<file path="src/rtl/rob_mw.sv">
// Multi-wide reorder buffer: in-order alloc, out-of-order completion, in-order retire
// with head-flush nuke, quiesce, backward RAT-restore walk and fetch resume.
module rob_mw #(
    parameter int NUM_ENTS    = 32,
    parameter int ALLOC_W     = 2,
    parameter int RETIRE_W    = 2,
    parameter int RESTORE_W   = 2,
    parameter int NUM_CPL     = 3,
    parameter int QUIESCE_CYC = 5,
    parameter int GPR_W       = 5,
    parameter int PRF_W       = 7,
    parameter int RID_W       = $clog2(NUM_ENTS) + 1
) (
    input  logic                         clk,
    input  logic                         reset,
    output logic                         rob_ready,
    input  logic [ALLOC_W-1:0]           alloc_vld,
    input  logic [ALLOC_W-1:0]           alloc_dst_vld,
    input  logic [ALLOC_W*GPR_W-1:0]     alloc_gpr,
    input  logic [ALLOC_W*PRF_W-1:0]     alloc_pdst_old,
    output logic [ALLOC_W*RID_W-1:0]     alloc_robid,
    input  logic [NUM_CPL-1:0]           cpl_vld,
    input  logic [NUM_CPL*RID_W-1:0]     cpl_robid,
    input  logic [NUM_CPL-1:0]           cpl_flush,
    input  logic [NUM_CPL-1:0]           cpl_mispred,
    output logic [RETIRE_W-1:0]          ret_vld,
    output logic [RETIRE_W*RID_W-1:0]    ret_robid,
    output logic [RETIRE_W-1:0]          reclaim_vld,
    output logic [RETIRE_W*PRF_W-1:0]    reclaim_prfid,
    output logic                         nuke_vld,
    output logic                         nuke_mispred,
    output logic [RESTORE_W-1:0]         restore_vld,
    output logic [RESTORE_W*GPR_W-1:0]   restore_gpr,
    output logic [RESTORE_W*PRF_W-1:0]   restore_prfid,
    output logic                         resume_fetch,
    output logic [RID_W-1:0]             oldest_robid,
    output logic [$clog2(NUM_ENTS):0]    free_cnt
);

    localparam int IDX_W = $clog2(NUM_ENTS);
    localparam int QC_W  = $clog2(QUIESCE_CYC + 1);

    typedef enum logic [1:0] {S_IDLE, S_QUIET, S_WALK, S_RESUME} state_t;

    state_t              r_state;
    state_t              w_state_nxt;

    logic [NUM_ENTS-1:0] r_vld;
    logic [NUM_ENTS-1:0] r_rdy;
    logic [NUM_ENTS-1:0] r_flush;
    logic [NUM_ENTS-1:0] r_mispred;
    logic [NUM_ENTS-1:0] r_dst;
    logic [GPR_W-1:0]    r_gpr  [NUM_ENTS];
    logic [PRF_W-1:0]    r_pold [NUM_ENTS];

    logic [RID_W-1:0]    r_head;
    logic [RID_W-1:0]    r_tail;
    logic [RID_W-1:0]    r_walk;
    logic [RID_W-1:0]    r_last;
    logic [QC_W-1:0]     r_qcnt;

    logic                w_idle;
    logic [RID_W-1:0]    w_occ;
    logic [RID_W-1:0]    w_rem;
    logic [ALLOC_W-1:0]  w_alloc_go;
    logic [RID_W-1:0]    w_alloc_cnt;
    logic [RID_W-1:0]    w_ret_cnt;
    logic                w_chain;
    logic [RID_W-1:0]    w_ret_id [RETIRE_W];
    logic [RID_W-1:0]    w_rst_id [RESTORE_W];
    logic [RID_W-1:0]    w_cpl_id [NUM_CPL];
    logic [NUM_CPL-1:0]  w_cpl_hit;
    logic [IDX_W-1:0]    w_hidx;

    assign w_idle       = (r_state == S_IDLE);
    assign w_occ        = r_tail - r_head;
    assign free_cnt     = RID_W'(NUM_ENTS) - w_occ;
    assign rob_ready    = (free_cnt >= RID_W'(ALLOC_W)) && w_idle;
    assign oldest_robid = r_head;
    assign resume_fetch = (r_state == S_RESUME);
    assign w_rem        = r_walk - r_last;
    assign w_hidx       = r_head[IDX_W-1:0];

    always_comb begin
        alloc_robid = '0;
        w_alloc_cnt = '0;
        w_alloc_go  = rob_ready ? alloc_vld : '0;
        for (int unsigned i = 0; i < ALLOC_W; i++) begin
            alloc_robid[i*RID_W +: RID_W] = r_tail + RID_W'(i);
            w_alloc_cnt = w_alloc_cnt + RID_W'(w_alloc_go[i]);
        end
    end

    // A completion only lands on a live entry inside [head, tail).
    always_comb begin
        w_cpl_hit = '0;
        for (int unsigned p = 0; p < NUM_CPL; p++) begin
            w_cpl_id[p]  = cpl_robid[p*RID_W +: RID_W];
            w_cpl_hit[p] = w_idle && cpl_vld[p] && r_vld[w_cpl_id[p][IDX_W-1:0]]
                           && ((w_cpl_id[p] - r_head) < w_occ);
        end
    end

    always_comb begin
        ret_vld       = '0;
        ret_robid     = '0;
        reclaim_vld   = '0;
        reclaim_prfid = '0;
        nuke_vld      = 1'b0;
        nuke_mispred  = 1'b0;
        w_ret_cnt     = '0;
        w_chain       = w_idle;
        for (int unsigned k = 0; k < RETIRE_W; k++)
            w_ret_id[k] = r_head + RID_W'(k);
        if (w_idle && r_vld[w_hidx] && r_rdy[w_hidx] && r_flush[w_hidx]) begin
            nuke_vld                 = 1'b1;
            nuke_mispred             = r_mispred[w_hidx];
            ret_vld[0]               = 1'b1;
            ret_robid[0 +: RID_W]    = r_head;
            reclaim_vld[0]           = r_dst[w_hidx];
            reclaim_prfid[0 +: PRF_W] = r_pold[w_hidx];
            w_ret_cnt                = RID_W'(1);
        end else begin
            for (int unsigned k = 0; k < RETIRE_W; k++) begin
                w_chain = w_chain && r_vld[w_ret_id[k][IDX_W-1:0]] && r_rdy[w_ret_id[k][IDX_W-1:0]]
                          && !r_flush[w_ret_id[k][IDX_W-1:0]];
                if (w_chain) begin
                    ret_vld[k]                   = 1'b1;
                    ret_robid[k*RID_W +: RID_W]  = w_ret_id[k];
                    reclaim_vld[k]               = r_dst[w_ret_id[k][IDX_W-1:0]];
                    reclaim_prfid[k*PRF_W +: PRF_W] = r_pold[w_ret_id[k][IDX_W-1:0]];
                    w_ret_cnt                    = w_ret_cnt + RID_W'(1);
                end
            end
        end
    end

    // Walk lane j covers walkptr-j while it has not passed below the surviving head.
    always_comb begin
        restore_vld   = '0;
        restore_gpr   = '0;
        restore_prfid = '0;
        for (int unsigned j = 0; j < RESTORE_W; j++) begin
            w_rst_id[j] = r_walk - RID_W'(j);
            restore_gpr[j*GPR_W +: GPR_W]   = r_gpr[w_rst_id[j][IDX_W-1:0]];
            restore_prfid[j*PRF_W +: PRF_W] = r_pold[w_rst_id[j][IDX_W-1:0]];
            restore_vld[j] = (r_state == S_WALK) && (RID_W'(j) <= w_rem)
                             && r_vld[w_rst_id[j][IDX_W-1:0]] && r_dst[w_rst_id[j][IDX_W-1:0]];
        end
    end

    always_comb begin
        w_state_nxt = r_state;
        case (r_state)
            S_IDLE:   if (nuke_vld) w_state_nxt = S_QUIET;
            S_QUIET:  if (r_qcnt == '0)
                          w_state_nxt = (r_walk + RID_W'(1) == r_last) ? S_RESUME : S_WALK;
            S_WALK:   if (w_rem < RID_W'(RESTORE_W)) w_state_nxt = S_RESUME;
            S_RESUME: w_state_nxt = S_IDLE;
            default:  w_state_nxt = S_IDLE;
        endcase
    end

    always_ff @(posedge clk) begin
        if (reset) r_state <= S_IDLE;
        else       r_state <= w_state_nxt;
    end

    always_ff @(posedge clk) begin
        if (reset) begin
            r_vld     <= '0;
            r_rdy     <= '0;
            r_flush   <= '0;
            r_mispred <= '0;
            r_head    <= '0;
            r_tail    <= '0;
            r_walk    <= '0;
            r_last    <= '0;
            r_qcnt    <= '0;
        end else begin
            case (r_state)
                S_IDLE: begin
                    for (int unsigned p = 0; p < NUM_CPL; p++) begin
                        if (w_cpl_hit[p]) begin
                            r_rdy[w_cpl_id[p][IDX_W-1:0]]     <= 1'b1;
                            r_flush[w_cpl_id[p][IDX_W-1:0]]   <= cpl_flush[p];
                            r_mispred[w_cpl_id[p][IDX_W-1:0]] <= cpl_mispred[p];
                        end
                    end
                    for (int unsigned k = 0; k < RETIRE_W; k++) begin
                        if (ret_vld[k]) begin
                            r_vld[w_ret_id[k][IDX_W-1:0]]     <= 1'b0;
                            r_rdy[w_ret_id[k][IDX_W-1:0]]     <= 1'b0;
                            r_flush[w_ret_id[k][IDX_W-1:0]]   <= 1'b0;
                            r_mispred[w_ret_id[k][IDX_W-1:0]] <= 1'b0;
                        end
                    end
                    for (int unsigned i = 0; i < ALLOC_W; i++) begin
                        if (w_alloc_go[i]) begin
                            r_vld[IDX_W'(r_tail + RID_W'(i))]     <= 1'b1;
                            r_rdy[IDX_W'(r_tail + RID_W'(i))]     <= 1'b0;
                            r_flush[IDX_W'(r_tail + RID_W'(i))]   <= 1'b0;
                            r_mispred[IDX_W'(r_tail + RID_W'(i))] <= 1'b0;
                            r_dst[IDX_W'(r_tail + RID_W'(i))]     <= alloc_dst_vld[i];
                            r_gpr[IDX_W'(r_tail + RID_W'(i))]     <= alloc_gpr[i*GPR_W +: GPR_W];
                            r_pold[IDX_W'(r_tail + RID_W'(i))]    <= alloc_pdst_old[i*PRF_W +: PRF_W];
                        end
                    end
                    r_head <= r_head + w_ret_cnt;
                    r_tail <= r_tail + w_alloc_cnt;
                    // Walk start uses the post-alloc tail so a same-cycle group is also unwound.
                    if (nuke_vld) begin
                        r_walk <= r_tail + w_alloc_cnt - RID_W'(1);
                        r_last <= r_head + RID_W'(1);
                        r_qcnt <= QC_W'(QUIESCE_CYC - 1);
                    end
                end
                S_QUIET:  if (r_qcnt != '0) r_qcnt <= r_qcnt - QC_W'(1);
                S_WALK:   r_walk <= r_walk - RID_W'(RESTORE_W);
                S_RESUME: begin
                    r_vld     <= '0;
                    r_rdy     <= '0;
                    r_flush   <= '0;
                    r_mispred <= '0;
                    r_tail    <= r_head;
                end
                default: ;
            endcase
        end
    end

    always_ff @(posedge clk) begin
        if (!reset) begin
            if (|alloc_vld)
                assert (rob_ready) else $error("rob_mw: alloc while not ready");
            assert ((alloc_vld & (alloc_vld + ALLOC_W'(1))) == '0)
                else $error("rob_mw: non-contiguous alloc_vld");
            for (int unsigned p = 0; p < NUM_CPL; p++) begin
                for (int unsigned q = p + 1; q < NUM_CPL; q++) begin
                    if (cpl_vld[p] && cpl_vld[q])
                        assert (w_cpl_id[p] != w_cpl_id[q]) else $error("rob_mw: duplicate completion id");
                end
                if (w_cpl_hit[p])
                    assert (!r_rdy[w_cpl_id[p][IDX_W-1:0]]) else $error("rob_mw: completion of ready entry");
            end
        end
    end

endmodule

</file>
<file path="config.mk">
export PLATFORM = sky130hd
export DESIGN_NAME = rob_mw
export DESIGN_NICKNAME = d
export VERILOG_FILES = /design/src/rtl/rob_mw.sv
export SDC_FILE = /design/constraint.sdc
export NUM_CORES = 2
export LEC_CHECK = 0
export CELL_PAD_IN_SITES_DETAIL_PLACEMENT = 2
export CELL_PAD_IN_SITES_GLOBAL_PLACEMENT = 2
export CORE_MARGIN = 1
export CORE_UTILIZATION = 39
export CTS_CLUSTER_SIZE = 28
export DETAILED_ROUTE_END_ITERATION = 8
export GPL_ROUTABILITY_DRIVEN = 1
export GPL_TIMING_DRIVEN = 0
export PLACE_DENSITY_LB_ADDON = 0.1
export REMOVE_ABC_BUFFERS = 1
export SLEW_MARGIN = 25
export SYNTH_ARGS = -nofsm -noshare
export SYNTH_HDL_FRONTEND = slang
export SYNTH_SLANG_ARGS = --single-unit
export TNS_END_PERCENT = 10
</file>
<file path="constraint.sdc">
create_clock -name clk -period 5.91 [get_ports clk]
set_input_delay 1.182 -clock clk [delete_from_list [all_inputs] [get_ports clk]]
set_output_delay 1.182 -clock clk [all_outputs]
set_load 0.01 [all_outputs]
</file>
==> metrics.json <==
{
  "status": {"value": "finished with violations"},
  "violations": {"value": "setup timing"},
  "drive_above_1_share": {"value": 0.339},
  "cts-root-to-sink-buffers": {"value": 3},
  "synth_common_cells": {"value": "mux2_2 (460), mux4_2 (424), edfxtp_1 (416), nand2_1 (293), clkbuf_1 (277)"},
  "synth.top_cells.by_area": {"value": "edfxtp_1 (27%), mux4_2 (21%), mux2_2 (11%)"},
  "detail_route.wl_per_cell": {"value": 42.3, "unit": "um"},
  "path_delay_family": {"value": "buffers and inverters"},
  "die_w": {"value": 345, "unit": "um"},
  "worstSetupStartpointType": {"value": "flop"},
  "synth_top_area_share": {"value": 0.273},
  "cts_root_buf": {"value": "clkbuf_16"},
  "htreeDepth": {"value": 3},
  "die_h": {"value": 345, "unit": "um"},
  "first_global_vias": {"value": 41335},
  "routed_via_density": {"value": 7.29},
  "slew_headroom": {"value": 0.185},
  "cp_cell_sequence": {"value": "buf_16, clkinvlp_4, ha_4, mux4_2, a31oi_4, a221oi_2, or4b_4, nor4_4, buf_6, buf_6, nand2_8, buf_16, inv_1, clkdlybuf4s50_1"},
  "dpl_cell_area": {"value": 49600, "unit": "um^2"},
  "drt-total-wl": {"value": 236000, "unit": "um"},
  "area_growth": {"value": 15.3, "unit": "%"},
  "critical_path.endpoint_type": {"value": "primary output"},
  "antenna_found_initial": {"value": 6},
  "timing.rr.start": {"value": "oldest_robid[3]"},
  "final_max_slew_viol_count": {"value": 0},
  "maxClockFrequency": {"value": 167, "unit": "MHz"},
  "power.share.clock": {"value": 0.365},
  "worst_max_slew_pin_slew": {"value": 1.22, "unit": "ns"},
  "postSynth.topFlopCell": {"value": "edfxtp_1"},
  "die_area": {"value": 119000, "unit": "um^2"},
  "grt_use_met3": {"value": 0.0720},
  "clk_sinks": {"value": 583},
  "setup-tns-final": {"value": -0.172, "unit": "ns"},
  "grt_busiest_layer": {"value": "met2"},
  "routed-via-count": {"value": 40646},
  "dp_hpwl": {"value": 166000, "unit": "um"},
  "final_critical_path_setup_slack": {"value": -0.0927, "unit": "ns"},
  "synth.most_common_cell": {"value": "mux2_2"},
  "cp_slowest_stage_delay": {"value": 0.55, "unit": "ns"},
  "post_synth_instance_area": {"value": 45800, "unit": "um^2"},
  "finalHoldWorstSlack": {"value": 0.481, "unit": "ns"},
  "share_of_the_yosys_chip_area_belonging_to_registers": {"value": 0.346},
  "global_route_wire_length_before_repair": {"value": 329000, "unit": "um"},
  "design.final.nets": {"value": 4125},
  "setup_violations": {"value": 2},
  "fin_area": {"value": 52800, "unit": "um^2"},
  "crit_buf_inv": {"value": 7},
  "p_switching": {"value": 4.70, "unit": "mW"},
  "insertion_delay": {"value": 0.72, "unit": "ns"},
  "grt_use_met1": {"value": 0.509},
  "critical_path_arrival": {"value": 4.82, "unit": "ns"},
  "max_cap_viol_count": {"value": 0},
  "post_layout_util": {"value": 0.454},
  "count_of_pins_on_the_block_boundary": {"value": 141},
  "critical_path_peak_fanout": {"value": 10},
  "detailedRoute.firstPassIterationCount": {"value": 6},
  "clock_transition_at_path_regs": {"value": 0.06, "unit": "ns"},
  "grt_setup_unrepaired": {"value": "yes"},
  "post_synth.cell_area_avg": {"value": 11.3, "unit": "um^2"},
  "proportion_of_register_bits_with_asynchronous_set_or_reset_after_synthesis": {"value": 0},
  "cellPowerDensity": {"value": 246, "unit": "nW/um^2"},
  "placeableCoreArea": {"value": 116000, "unit": "um^2"},
  "multiInputGateArea": {"value": 28800, "unit": "um^2"},
  "hold_violations": {"value": 0},
  "holdBufCountCts": {"value": 0},
  "global_route.usage.total": {"value": 0.395},
  "ys_warn_count": {"value": 0},
  "ys_seq_elements": {"value": 583},
  "pre_cts_slack": {"value": -1.94, "unit": "ns"},
  "drtAntennaViolNets": {"value": 0},
  "share_comb_of_total_power": {"value": 0.265},
  "globalRouteMet2Util": {"value": 0.616},
  "hold_path.startpoint": {"value": "r_mispred[28]"},
  "post_synth_edffs": {"value": 416},
  "critPathLaunch": {"value": "oldest_robid[0]"},
  "worst_path_max_delay_cell": {"value": "mux4_2"},
  "drc": {"value": 0},
  "tritoncts_clock_tree": {"value": "built"},
  "final.fill_count": {"value": 11604},
  "p_leak": {"value": 16.6, "unit": "nW"},
  "cts_made_buffers": {"value": 76},
  "crit_required": {"value": 4.73, "unit": "ns"},
  "yosys.cell_types.count": {"value": 100},
  "clock_skew": {"value": 0.0535, "unit": "ns"},
  "post-route-min-period": {"value": 6.00, "unit": "ns"},
  "port_buffers": {"value": 140},
  "ff_latch_area": {"value": 15900, "unit": "um^2"},
  "synthCells": {"value": 4047},
  "net_switching_share_of_the_total_power": {"value": 0.361},
  "synth_largest_area_cell": {"value": "edfxtp_1"},
  "placement_rows": {"value": 125},
  "post-route-period-util": {"value": 1.02},
  "gr-total-overflow": {"value": 0},
  "floorplan.initialDensity": {"value": 0.394},
  "min_path_type": {"value": "flop to flop"},
  "seq_power_share": {"value": 0.370},
  "power.ir.vdd_worst": {"value": 0.249, "unit": "mV"},
  "grt_max_degree": {"value": 51},
  "reg2reg_slack": {"value": 0.08, "unit": "ns"},
  "worst_setup_path_type": {"value": "flop to primary output"},
  "cellInternalPower": {"value": 8.32, "unit": "mW"},
  "drt_iter0_drc": {"value": 4801},
  "gp_congestion": {"value": 0.954}
}
-- metrics by stage --
| step | power, mW | cells |
|---|---|---|
| floorplan | 6.36 | 3641 |
| global placement | 7.88 | 5305 |
| detailed placement | 8.13 | 5395 |
| CTS | 12.9 | 5575 |
| global route | 13.3 | 5577 |
| finish | 13.0 | 5578 |
-- registers in the layout (all words and copies together) (netlist names), named ones only --
signal and count:
r_mispred 32, r_vld 32, r_dst 32, r_state 2, r_tail 6, oldest_robid 6
r_pold 224, r_rdy 32, r_walk 6, r_qcnt 3, r_last 6, r_gpr 160
r_flush 32
-- placed cells by master, fill, tap and decap left out, types with 30 or more instances in the layout --
cell type        instances
clkdlybuf4s50_1         94
inv_1                   60
a31oi_1                 63
buf_2                   33
a21oi_1                123
mux2_2                 460
nand4_1                 58
a22oi_1                 30
mux4_2                 425
buf_16                  34
nand2b_1                41
mux2i_1                117
nand3_1                115
buf_4                   41
nor3_1                  95
dfxtp_1                147
o21ai_0                114
o211ai_1                32
edfxtp_1               416
a211oi_1                30
nand2_1                272
nor2_4                  30
clkbuf_16               77
ha_1                    64
nor2_1                 211
o22ai_1                 69
-- cells by family (layout without fill, tap and decap cells) --
family	after synthesis	count (layout)	synth area share
muxes	1004	1005	0.348
buffers and inverters	480	485	0.0427
AOI/OAI and AO/OA	736	736	0.111
and+or+nand+nor	1110	1110	0.120
xor gates and xnor gates	57	57	0.0109
other	0	1	0
DFF	583	583	0.346
adders and majority gates	77	77	0.0222
-- layout make-up --
cell class,count,share of cell area
inverters,74,0.00564
diodes,1,0.0000474
repair buffers,271,0.0650
flip-flops and latches,583,0.301
well taps,1524,0.0361
multi-input cells,2985,0.545
clock inverters,41,0.00748
clock buffers,99,0.0397
-- final timing paths --
| path | cells after the start | to |
|---|---|---|
| min reg2reg | 2 | r_mispred[28] |
| min | 2 | r_mispred[28] |
| max | 14 | ret_vld[1] |
| max reg2reg | 15 | r_flush[12] |
-- tightest hold or removal path, delay by kind of cell, from the launching register on --
family	cells	cell delay, ns
compound gates	1	0.05
flops	1	0.32
simple gates	1	0.06
-- power groups by stage --
stage | registers [mW] | clock network, mW | logic (mW)
6_report | 4.82 | 4.76 | 3.44
5_1_grt | 4.82 | 4.91 | 3.55
4_1_cts | 4.80 | 4.79 | 3.33
3_5_place_dp | 4.89 | 0 | 3.25
2_1_floorplan | 4.77 | 0 | 1.59
3_3_place_gp | 4.89 | 0 | 2.99
-- repair_timing --
action	4_1_cts	5_1_grt
resized for setup	60	21
setup buffers	34	1
cloned	6	0
setup endpoints to repair	837	28
pin swaps	11	2
-- layer usage --
metal / vias to the layer above / part of all wire
met5: - / 0.00012
met4: 4 / 0.073
met3: 639 / 0.090
met2: 2586 / 0.45
met1: 21420 / 0.38
li1: 15997 / -
(Power assumes the default switching activity.)
